$ cat src/rtl/mips_ctrl_pkg.sv
// Shared definitions for the MIPS ID-stage control logic.
//   - opcode constants for the supported instruction subset
//   - ALUOp encodings
//   - ctrl_t: packed main-control vector produced by the decoder
//   - uses_rt(): whether an opcode reads rt as a source operand
package mips_ctrl_pkg;

  localparam logic [5:0] OP_RTYPE = 6'b000000;
  localparam logic [5:0] OP_LW    = 6'b100011;
  localparam logic [5:0] OP_SW    = 6'b101011;
  localparam logic [5:0] OP_BEQ   = 6'b000100;
  localparam logic [5:0] OP_BNE   = 6'b000101;
  localparam logic [5:0] OP_ADDI  = 6'b001000;
  localparam logic [5:0] OP_J     = 6'b000010;

  localparam logic [1:0] ALUOP_ADD   = 2'b00;
  localparam logic [1:0] ALUOP_SUB   = 2'b01;
  localparam logic [1:0] ALUOP_FUNCT = 2'b10;

  typedef struct packed {
    logic       reg_dst;
    logic       alu_src;
    logic       mem_to_reg;
    logic       reg_write;
    logic       mem_read;
    logic       mem_write;
    logic       branch;
    logic       branch_ne;
    logic       jump;
    logic [1:0] alu_op;
  } ctrl_t;

  function automatic logic uses_rt(input logic [5:0] opcode);
    return (opcode == OP_RTYPE) || (opcode == OP_SW) ||
           (opcode == OP_BEQ)   || (opcode == OP_BNE);
  endfunction

endpackage

$ cat src/rtl/main_decoder.sv
// Main control decoder: combinational opcode -> control vector.
//   opcode_i : instr[31:26]
//   ctrl_o   : decoded control vector; unknown opcodes decode to a NOP (all zeros)
module main_decoder
  import mips_ctrl_pkg::*;
(
  input  logic [5:0] opcode_i,
  output ctrl_t      ctrl_o
);

  always_comb begin
    ctrl_o = '0;
    case (opcode_i)
      OP_RTYPE: begin
        ctrl_o.reg_dst   = 1'b1;
        ctrl_o.reg_write = 1'b1;
        ctrl_o.alu_op    = ALUOP_FUNCT;
      end
      OP_LW: begin
        ctrl_o.alu_src    = 1'b1;
        ctrl_o.mem_to_reg = 1'b1;
        ctrl_o.reg_write  = 1'b1;
        ctrl_o.mem_read   = 1'b1;
        ctrl_o.alu_op     = ALUOP_ADD;
      end
      OP_SW: begin
        ctrl_o.alu_src   = 1'b1;
        ctrl_o.mem_write = 1'b1;
        ctrl_o.alu_op    = ALUOP_ADD;
      end
      OP_BEQ: begin
        ctrl_o.branch = 1'b1;
        ctrl_o.alu_op = ALUOP_SUB;
      end
      OP_BNE: begin
        ctrl_o.branch_ne = 1'b1;
        ctrl_o.alu_op    = ALUOP_SUB;
      end
      OP_ADDI: begin
        ctrl_o.alu_src   = 1'b1;
        ctrl_o.reg_write = 1'b1;
        ctrl_o.alu_op    = ALUOP_ADD;
      end
      OP_J: begin
        ctrl_o.jump   = 1'b1;
        ctrl_o.alu_op = ALUOP_ADD;
      end
      default: ctrl_o = '0;
    endcase
  end

endmodule

$ cat src/rtl/id_control_stage.sv
// ID-stage control unit: decodes the IF/ID opcode, registers control and register
// specifiers into ID/EX, detects load-use hazards (inserting one bubble each), honours
// flush/hold, and counts inserted bubbles with saturation.
//   clk, reset_n           : clock, synchronous active-low reset
//   id_opcode/rs/rt/rd     : instruction fields from IF/ID
//   flush, hold            : squash ID instruction / freeze ID/EX, PC and IF/ID
//   pc_write, ifid_write   : combinational fetch-side load enables
//   ex_*                   : registered ID/EX control bits and specifiers
//   bubble_count           : saturating count of hazard bubbles
module id_control_stage
  import mips_ctrl_pkg::*;
#(
  parameter int unsigned ALUOP_W   = 2,
  parameter int unsigned REG_AW    = 5,
  parameter int unsigned CNT_W     = 16,
  parameter bit          HAZARD_EN = 1'b1
) (
  input  logic               clk,
  input  logic               reset_n,
  input  logic [5:0]         id_opcode,
  input  logic [REG_AW-1:0]  id_rs,
  input  logic [REG_AW-1:0]  id_rt,
  input  logic [REG_AW-1:0]  id_rd,
  input  logic               flush,
  input  logic               hold,
  output logic               pc_write,
  output logic               ifid_write,
  output logic               ex_reg_dst,
  output logic               ex_alu_src,
  output logic               ex_mem_to_reg,
  output logic               ex_reg_write,
  output logic               ex_mem_read,
  output logic               ex_mem_write,
  output logic               ex_branch,
  output logic               ex_branch_ne,
  output logic               ex_jump,
  output logic [ALUOP_W-1:0] ex_alu_op,
  output logic [REG_AW-1:0]  ex_rs,
  output logic [REG_AW-1:0]  ex_rt,
  output logic [REG_AW-1:0]  ex_rd,
  output logic [CNT_W-1:0]   bubble_count
);

  ctrl_t             dec_ctrl;
  ctrl_t             ctrl_d, ctrl_q;
  logic [REG_AW-1:0] rs_d, rs_q, rt_d, rt_q, rd_d, rd_q;
  logic [CNT_W-1:0]  cnt_d, cnt_q;
  logic              hazard;
  logic              bubble;

  main_decoder u_main_decoder (
    .opcode_i (id_opcode),
    .ctrl_o   (dec_ctrl)
  );

  // Load in EX whose destination is read by the instruction in ID; $0 never conflicts.
  always_comb begin
    hazard = HAZARD_EN && ctrl_q.mem_read && (rt_q != '0) &&
             ((rt_q == id_rs) || (uses_rt(id_opcode) && (rt_q == id_rt)));
  end

  assign bubble     = hazard && !flush && !hold;
  assign pc_write   = !(hold || (hazard && !flush));
  assign ifid_write = pc_write;

  always_comb begin
    ctrl_d = ctrl_q;
    rs_d   = rs_q;
    rt_d   = rt_q;
    rd_d   = rd_q;
    if (flush || !hold) begin
      ctrl_d = (flush || hazard) ? '0 : dec_ctrl;
      rs_d   = id_rs;
      rt_d   = id_rt;
      rd_d   = id_rd;
    end
  end

  always_comb begin
    cnt_d = cnt_q;
    if (bubble && (cnt_q != {CNT_W{1'b1}})) begin
      cnt_d = cnt_q + 1'b1;
    end
  end

  always_ff @(posedge clk) begin
    if (!reset_n) begin
      ctrl_q <= '0;
      rs_q   <= '0;
      rt_q   <= '0;
      rd_q   <= '0;
      cnt_q  <= '0;
    end else begin
      ctrl_q <= ctrl_d;
      rs_q   <= rs_d;
      rt_q   <= rt_d;
      rd_q   <= rd_d;
      cnt_q  <= cnt_d;
    end
  end

  assign ex_reg_dst    = ctrl_q.reg_dst;
  assign ex_alu_src    = ctrl_q.alu_src;
  assign ex_mem_to_reg = ctrl_q.mem_to_reg;
  assign ex_reg_write  = ctrl_q.reg_write;
  assign ex_mem_read   = ctrl_q.mem_read;
  assign ex_mem_write  = ctrl_q.mem_write;
  assign ex_branch     = ctrl_q.branch;
  assign ex_branch_ne  = ctrl_q.branch_ne;
  assign ex_jump       = ctrl_q.jump;
  assign ex_alu_op     = {{(ALUOP_W-2){1'b0}}, ctrl_q.alu_op};
  assign ex_rs         = rs_q;
  assign ex_rt         = rt_q;
  assign ex_rd         = rd_q;
  assign bubble_count  = cnt_q;

endmodule

$ cat config.mk
export PLATFORM = sky130hd
export DESIGN_NAME = id_control_stage
export DESIGN_NICKNAME = d
export VERILOG_FILES = /design/src/rtl/mips_ctrl_pkg.sv /design/src/rtl/main_decoder.sv /design/src/rtl/id_control_stage.sv
export SDC_FILE = /design/constraint.sdc
export NUM_CORES = 1
export LEC_CHECK = 0
export CAP_MARGIN = 20
export CORE_MARGIN = 8
export CORE_UTILIZATION = 45
export DETAILED_ROUTE_END_ITERATION = 8
export HOLD_SLACK_MARGIN = 0.1
export PLACE_DENSITY = 0.8
export SETUP_SLACK_MARGIN = 0.05
export SLEW_MARGIN = 40
export SYNTH_ARGS = -nofsm -noshare
export SYNTH_HDL_FRONTEND = slang
export SYNTH_SLANG_ARGS = --single-unit
$ cat constraint.sdc
create_clock -name clk -period 3.55 [get_ports clk]
set_input_delay 0.71 -clock clk [delete_from_list [all_inputs] [get_ports clk]]
set_output_delay 0.71 -clock clk [all_outputs]
set_load 0.02 [all_outputs]
==> impl_metrics.json <==
{
  "clockRootBuffer": "clkbuf_8",
  "vias": 1980,
  "drv_slew": 0,
  "yosysSeqAreaShare_pct": 41.86,
  "yosys_most_used_dff": "dfxtp_1",
  "synth-simple-area-share_pct": 26.75,
  "tightest_slew_ps": 632.4,
  "grt_max_degree": 30,
  "fin_crit_sh_pct": 87.45,
  "clkTransAtPathRegs_ps": 70,
  "routedWlPerCell_um": 15.60,
  "grt-ovfl-total": 0,
  "worst-setup-path-type": "input pin to output pin",
  "postCtsHoldBufs": 0,
  "gp_congestion": 0.7877,
  "start_util_pct": 47.15,
  "ys_seq_elements": 40,
  "drive_above_1_share_pct": 4.667,
  "drtIter0Drc": 115,
  "io_buffer_count": 68,
  "finalWorstSetupSlack_ps": 445.7,
  "antenna_found_initial": 0,
  "synth-async-reset-ratio_pct": 0,
  "grtUsageTotal_pct": 16.12,
  "nNetsFinal": 326,
  "fmax_ghz": 0.3221,
  "total_power_mw": 0.8805,
  "largest_register_ffs": 16,
  "cap_viol_max_count": 0,
  "avgSynthCellArea_um2": 8.211,
  "cellPowerDensity_nw_per_um2": 324.2,
  "vdd.ir_drop.worst_mv": 0.1603,
  "hold_violations": 0,
  "drc": 0,
  "synth_xor_xnor_area_share_pct": 4.578,
  "row_count": 23,
  "clock_latency_ps": 280,
  "fill_cells": 365,
  "synth_top_family_by_area": "simple AND/OR/NAND/NOR gates",
  "cts_buffers": 5,
  "design.die.area_um2": 6593,
  "die_w_um": 81.20,
  "grt_pass1_wl_mm": 8.459,
  "cp_data_required_time_ps": 2840,
  "clock-sinks": 40,
  "vias_per_cell": 5.657,
  "crit_path_end_kind": "output pin",
  "synth_fa_ha_area_share_pct": 0.6540,
  "syn_inst": 233,
  "dp_worst_setup_slack_ps": 126.1,
  "routed_wl_mm": 5.461,
  "critPathMaxFanout": 5,
  "synth_compound_area_share_pct": 20.54,
  "finalSetupViolCount": 0,
  "syn_area_um2": 1913,
  "period_minus_slack_ps": 3104,
  "tns_ps": 0,
  "synth_mux_area_share_pct": 1.046,
  "fin_skew_ps": 4.868,
  "num_antenna_cells": 0,
  "syn_nets": 259,
  "power.leakage_nw": 0.9360,
  "synth_edf_count": 0,
  "cp.arrival_ps": 2390,
  "die_y_um": 81.20,
  "io_pins": 69,
  "critPathLaunchType": "input pin",
  "area_growth_pct": 41.99,
  "cts.htree.levels": 2,
  "core_region_area_um2": 4058,
  "cts_tree": "built",
  "grt_pass1_vias": 1780,
  "place_hpwl_mm": 3.960,
  "detail-route-antenna-nets": 0,
  "ys_types": 38,
  "status": "finished clean",
  "hp-class": "flip-flop to flip-flop",
  "yosysWarnings": 0,
  "rsz0062_at_grt": "no",
  "max_slew_margin_pct": 57.84,
  "dr.pass1.iters": 4,
  "max-clock-path-buffers": 2
}
[routing by layer]
| metal | track usage [%] | share of wire (%) |
|---|---|---|
| met5 | 0 | 0 |
| met4 | 5.893 | 0.46 |
| met3 | 4.525 | 8.2 |
| met2 | 27.51 | 49 |
| met1 | 18.78 | 42 |
[critical path, stage by stage]
cell and delay, ps:
clkdlybuf4s50_1 480, or3_1 410, o32ai_1 130, nand4_1 160, o21a_1 150, nor2_1 80, nor2_1 60, dlymetal6s2s_1 210
[final timing paths]
kind	from	endpoint	slack [ps]	cells past startpoint
max	id_opcode[1]	pc_write	450	8
min	ex_rs[1]	ex_rs[1]	450	2
min reg2reg	ex_rs[1]	ex_rs[1]	450	2
max reg2reg	ex_rt[4]	bubble_count[14]	1390	7
[per-stage QoR]
stage,area (um2),utilization [%],instances,hold WS (ps)
after detailed placement,2625,64.69,343,447.8
final,2716,66.94,350,454.9
after global placement,2625,64.69,343,437.3
after floorplan,1913,-,233,529.0
after CTS,2703,66.61,350,457.9
after global routing,2716,66.94,350,480.6
[synth_stat cells (3+ instances only)]
cell type	number	area share [%]
nand2_1	49	9.6
dfxtp_1	40	42
a21oi_1	26	6.8
o31ai_1	12	4.7
nor2_1	9	1.8
or4_1	9	3.5
nand3_1	7	1.8
clkbuf_1	6	1.2
nand2b_1	6	2.0
nand4_1	5	1.6
nor4_1	5	1.6
xnor2_1	5	2.3
xor2_1	5	2.3
buf_2	4	1.0
nor3_1	4	1.0
a22o_1	3	1.4
buf_4	3	1.2
o211ai_1	3	1.2
o21ai_0	3	0.78
[report_power, final]
part / total (mW) / internal (mW) / switching, mW
Clock: 0.282 / 0.134 / 0.149
Combinational: 0.130 / 0.0643 / 0.0656
Sequential: 0.468 / 0.459 / 0.00910
[placed cells by master, fill, tap and decap left out, types with 3 or more instances in the layout]
| master | count |
|---|---|
| buf_4 | 6 |
| clkdlybuf4s50_1 | 66 |
| nand2_1 | 49 |
| nor3_1 | 4 |
| nor4_1 | 5 |
| nand4_1 | 5 |
| dfxtp_1 | 40 |
| nand3_1 | 7 |
| xor2_1 | 5 |
| nor2_1 | 9 |
| o31ai_1 | 12 |
| or4_1 | 9 |
| o211ai_1 | 3 |
| o21ai_0 | 3 |
| xnor2_1 | 5 |
| clkbuf_8 | 5 |
| nand2b_1 | 6 |
| a22o_1 | 3 |
| a21oi_1 | 26 |
[cell families after synthesis]
group	count (synthesis)
multiplexers	2
XOR/XNOR	10
buffers and inverters	17
AO/OA/AOI/OAI	59
adder cells (fa/ha/maj)	1
AND/OR/NAND/NOR	104
flip-flops	40
[repair_timing]
action                     4_1_cts  5_1_grt
setup buffers                    0        0
resized for setup                0        2
setup endpoints to repair        0        2
[cell type report]
cell class	instances	area (um2)	share of cell area, %
tap	50	62.56	2.303
inverter	3	11.26	0.4146
timing repair buffer	74	730.7	26.90
multi-input combinational	176	1033	38.05
clock buffer	6	72.57	2.672
sequential	40	800.8	29.48
clock inverter	1	5.005	0.1842
Power figures use the tool's default switching activity.
